--- config.mk ---
export PLATFORM = sky130hd
export DESIGN_NAME = core_run_ctrl
export DESIGN_NICKNAME = d
export VERILOG_FILES = /design/src/rtl/core_run_ctrl.sv
export SDC_FILE = /design/constraint.sdc
export NUM_CORES = 1
export LEC_CHECK = 0
export CORE_MARGIN = 2
export CORE_UTILIZATION = 30
export CTS_CLUSTER_SIZE = 20
export DETAILED_ROUTE_END_ITERATION = 10
export REMOVE_ABC_BUFFERS = 1
export SETUP_SLACK_MARGIN = 0.4
export SLEW_MARGIN = 0
export SYNTH_ARGS = -nofsm -noshare
export SYNTH_HDL_FRONTEND = slang
export SYNTH_SLANG_ARGS = --single-unit
--- constraint.sdc ---
create_clock -name clk -period 2.8 [get_ports clk]
set_input_delay 0.42 -clock clk [delete_from_list [all_inputs] [get_ports clk]]
set_output_delay 0.42 -clock clk [all_outputs]
set_load 0.01 [all_outputs]
--- src/rtl/core_run_ctrl.sv ---
// Host-side run sequencer: preloads dat_mem, starts the core, times the run,
// then streams a result window of dat_mem back to the host.
`timescale 1ns/1ps
module core_run_ctrl #(
  parameter int unsigned AW       = 8,
  parameter int unsigned LOAD_N   = 64,
  parameter int unsigned RES_BASE = 64,
  parameter int unsigned RES_N    = 4,
  parameter int unsigned CW       = 16,
  parameter int unsigned TIMEOUT  = 1000
) (
  input  logic          clk,
  input  logic          reset,
  input  logic          start,
  input  logic          in_valid,
  input  logic [7:0]    in_data,
  output logic          in_ready,
  output logic          mem_host_sel,
  output logic          mem_wr_en,
  output logic [AW-1:0] mem_addr,
  output logic [7:0]    mem_wr_data,
  input  logic [7:0]    mem_rd_data,
  output logic          core_reset,
  output logic          core_req,
  input  logic          core_done,
  output logic          out_valid,
  output logic [7:0]    out_data,
  input  logic          out_ready,
  output logic          busy,
  output logic          timeout,
  output logic [CW-1:0] cycles
);

  typedef enum logic [2:0] {S_IDLE, S_LOAD, S_RELEASE, S_RUN, S_DRAIN} state_t;

  state_t        r_state;
  logic [AW-1:0] r_idx;
  logic [CW-1:0] r_cycles;
  logic          r_timeout;
  logic          r_core_reset;
  logic          r_host_sel;
  logic          r_core_req;
  logic          r_busy;
  logic          r_in_ready;
  logic          r_out_valid;

  logic          w_in_acc;
  logic          w_out_acc;
  logic [CW-1:0] w_cyc_inc;

  assign w_in_acc  = r_in_ready & in_valid;
  assign w_out_acc = r_out_valid & out_ready;
  assign w_cyc_inc = r_cycles + CW'(1);

  // Handshake-qualified signals stay combinational so a byte is written the
  // same cycle it is accepted; all state-level outputs are registered below.
  always_comb begin
    mem_wr_en   = w_in_acc;
    mem_wr_data = w_in_acc ? in_data : '0;
    out_data    = r_out_valid ? mem_rd_data : '0;
    case (r_state)
      S_LOAD:  mem_addr = r_idx;
      S_DRAIN: mem_addr = AW'(RES_BASE) + r_idx;
      default: mem_addr = '0;
    endcase
  end

  always_ff @(posedge clk) begin
    if (reset) begin
      r_state      <= S_IDLE;
      r_idx        <= '0;
      r_cycles     <= '0;
      r_timeout    <= 1'b0;
      r_core_reset <= 1'b1;
      r_host_sel   <= 1'b1;
      r_core_req   <= 1'b0;
      r_busy       <= 1'b0;
      r_in_ready   <= 1'b0;
      r_out_valid  <= 1'b0;
    end else begin
      case (r_state)
        S_IDLE: begin
          if (start) begin
            r_timeout  <= 1'b0;
            r_idx      <= '0;
            r_busy     <= 1'b1;
            r_in_ready <= 1'b1;
            r_state    <= S_LOAD;
          end
        end
        S_LOAD: begin
          if (w_in_acc) begin
            r_idx <= r_idx + AW'(1);
            if (r_idx == AW'(LOAD_N - 1)) begin
              r_in_ready   <= 1'b0;
              r_core_reset <= 1'b0;
              r_host_sel   <= 1'b0;
              r_core_req   <= 1'b1;
              r_state      <= S_RELEASE;
            end
          end
        end
        S_RELEASE: begin
          r_cycles   <= '0;
          r_core_req <= 1'b0;
          r_state    <= S_RUN;
        end
        S_RUN: begin
          // core_done wins over a timeout landing in the same cycle
          if (core_done || (w_cyc_inc == CW'(TIMEOUT))) begin
            if (!core_done) begin
              r_cycles  <= w_cyc_inc;
              r_timeout <= 1'b1;
            end
            r_idx        <= '0;
            r_core_reset <= 1'b1;
            r_host_sel   <= 1'b1;
            r_out_valid  <= 1'b1;
            r_state      <= S_DRAIN;
          end else begin
            r_cycles <= w_cyc_inc;
          end
        end
        S_DRAIN: begin
          if (w_out_acc) begin
            r_idx <= r_idx + AW'(1);
            if (r_idx == AW'(RES_N - 1)) begin
              r_out_valid <= 1'b0;
              r_busy      <= 1'b0;
              r_state     <= S_IDLE;
            end
          end
        end
        default: r_state <= S_IDLE;
      endcase
    end
  end

  assign in_ready     = r_in_ready;
  assign mem_host_sel = r_host_sel;
  assign core_reset   = r_core_reset;
  assign core_req     = r_core_req;
  assign out_valid    = r_out_valid;
  assign busy         = r_busy;
  assign timeout      = r_timeout;
  assign cycles       = r_cycles;

endmodule
==> summary.txt <==
STA
  • Setup TNS: 0 ps
  • Final min period: 2290 ps
  • Slew Limit Headroom: a little under three fifths
  • Tcrit/Tclk final: 81.9%
  • Final hold slack: between 400 and 500 ps
  • FMAX: 436 MHz
  • Clock skew: between 2 and 2.5 ps
  • Final setup fails: 0
  • RSZ-0062 raised after global routing: false
  • Fin. max-slew vios: 0
  • Final setup margin: 507 ps
  • Final Hold Viols: 0
  • Worst Tran Pin Value: 641 ps

Synthesis
  • Cell area after synthesis: 2260 sq um
  • Avg Cell Area, Syn: between 7 and 8 sq um
  • Synth Instances: 306
  • Register area share after synthesis: 29.2%
  • Share of the synthesized area in the top cell type: 29.2%
  • Syn. warnings: 0
  • Synth cell types: 52
  • Largest area contributor in the netlist: dfxtp_1
  • Yosys reg bits: 33
  • Most used DFF post-synth: dfxtp_1
  • Area contributors post-synth: dfxtp_1 (29%), a21oi_1 (6.2%), nor2_1 (5.5%), and2_1 (5.3%), nand2_1 (3.7%)
  • Async S/R FF share, synth: 0%
  • EDFF count, synth: 0
  • Synth top cells by count: dfxtp_1 (33), nor2_1 (33), a21oi_1 (28)

GRT
  • Antenna violations before repair: 0
  • Congestion Overflow GR: 0
  • First-pass GRT wire length: 11,300 um
  • Largest net degree at the start of global routing: 23
  • GRT Total Usage: 16.3%
  • Vias in the first global route: around 2.4k

Layout
  • Fin util: 44.4%
  • Area delta synth->final: 43.2%
  • Fin area: 3240 sq um
  • Non-Filler Instances: 474
  • Nets: 401
  • Fillers: 766
  • Share of layout cells above drive strength 1: a little over an eighth
  • Antenna diodes: 0

Power and ir drop
  • P_leak: 1.11 nW
  • PwrDens: between 300 and 400 nW/um^2
  • Worst vdd ir: 0.146 mV
  • Total power: 0.974 mW

Drt
  • Routed vias: 2,487
  • Drc violations: 0
  • Post-DRT Antenna Nets: 0
  • Routed WL: 6620 um
  • 1st-pass router iterations: 5
  • DR WL/cell: 14.0 um
  • Vias per cell: 5.25
  • Initial drt markers: a little over 90

Placed design
  • Post-placement cell area: 3070 sq um
  • Final Wtd Congestion: 0.792
  • Pre-CTS setup slack: 181 ps
  • PortBufs: 69
  • Detail Placement HPWL: 4770 um
  • Placed insts: between 400 and 500

Worst hold path
  • Worst min-delay path category: flop to flop

Status
  • Outcome: complete, no violations

Job
  • Max Cap Viol: 0

Floorplan
  • Die height: a little over 90 um
  • Die area: 8250 sq um
  • # IOs: 70
  • DIE WIDTH: between 90 and 100 um
  • Core Rows: 31
  • Core area: 7290 sq um
  • Initial Util: 31.0%

Clocking
  • Worst-case clock buffer depth: 2
  • CTS Root Cell: clkbuf_8
  • Clock transition at path regs: 70 ps
  • CTS sink cnt: 33
  • CTS Buf Count: 5
  • Worst skew pair latency: approximately 280 ps
  • H-tree depth: 2
  • CTS tree: done

Critical path
  • CP arrival: 1870 ps
  • CP Class: flop to output pin
  • Type of origin of the critical path: flop
  • Crit Path Max Fanout: 6
  • Worst Path Required: around 2400 ps
  • Kind of end point of the critical path: output pin
  • FF-to-FF setup slack: 530 ps
cell families after synthesis:
| family | share of synthesized area, % |
|---|---|
| multiplexers | 1.33 |
| XOR/XNOR | 1.16 |
| flip-flops | 29.2 |
| buffers and inverters | 5.59 |
| AND/OR/NAND/NOR | 37.1 |
| adder cells (fa/ha/maj) | 2.21 |
| AO/OA/AOI/OAI | 23.4 |
final timing paths:
check / from / to / depth (start not counted)
min: core_req / core_req / 2
min reg2reg: core_req / core_req / 2
max reg2reg: cycles[0] / r_idx[1] / 8
max: r_state[0] / mem_addr[0] / 5
sequential cells by signal (all words and copies together) (netlist names):
signal / count
cycles: 16
r_idx: 8
r_state: 3
busy: 1
core_req: 1
in_ready: 1
mem_host_sel: 1
out_valid: 1
timeout: 1
cell type report:
| cell class | instances | area, sq um | share of cell area (%) |
|---|---|---|---|
| clock buffer | 7 | 86.3 | 2.67 |
| inverter | 6 | 22.5 | 0.696 |
| multi-input combinational | 243 | 1500 | 46.4 |
| sequential | 33 | 678 | 21.0 |
| tap | 99 | 124 | 3.83 |
| timing repair buffer | 86 | 825 | 25.5 |
power by group:
group / internal [mW] / switching, mW
registers: 0.474 / 0.00672
logic: 0.0722 / 0.0514
clock network: 0.195 / 0.175
worst max-delay path, stage by stage, from the launching register on:
cell and delay (ps):
dfxtp_4 360, nand2b_2 220, a21oi_2 190, buf_4 170
and2_1 130, clkdlybuf4s50_1 530
layer usage:
metal / vias to the layer above / global-route usage [%] / part of all wire (%)
met5: - / 0 / 0
met3: 7 / 4.17 / 6.0
met4: 0 / 3.54 / 0.80
met1: 1158 / 20.5 / 45
li1: 1242 / - / -
met2: 80 / 28.0 / 48
repair_timing:
item,CTS,global route
resized for setup,2,18
hold buffers,0,0
endpoints found under the setup margin,10,17
gates cloned,0,1
setup buffers,0,3
layout by cell type, fill, tap and decap left out, drive strengths merged, types with 2 or more instances in the layout:
master         count
nor3b              2
inv                6
a22oi              4
and2              19
nor2              34
a21oi             28
mux2i              3
o32ai              3
nand3             13
xnor2              3
dfxtp             33
nand2b            10
nand4b             4
ha                 4
nor3               6
nor4               6
nand4              6
a31oi              6
o21bai             3
buf               16
nand2             22
o31ai              2
o21ai             20
or4                2
a211oi             2
or3                2
a21o               3
clkbuf             7
clkdlybuf4s50     68
nand3b             4
nor2b              3
or2                4
a311oi             4
and3              10
No activity file was read; power rests on OpenSTA's default activity.
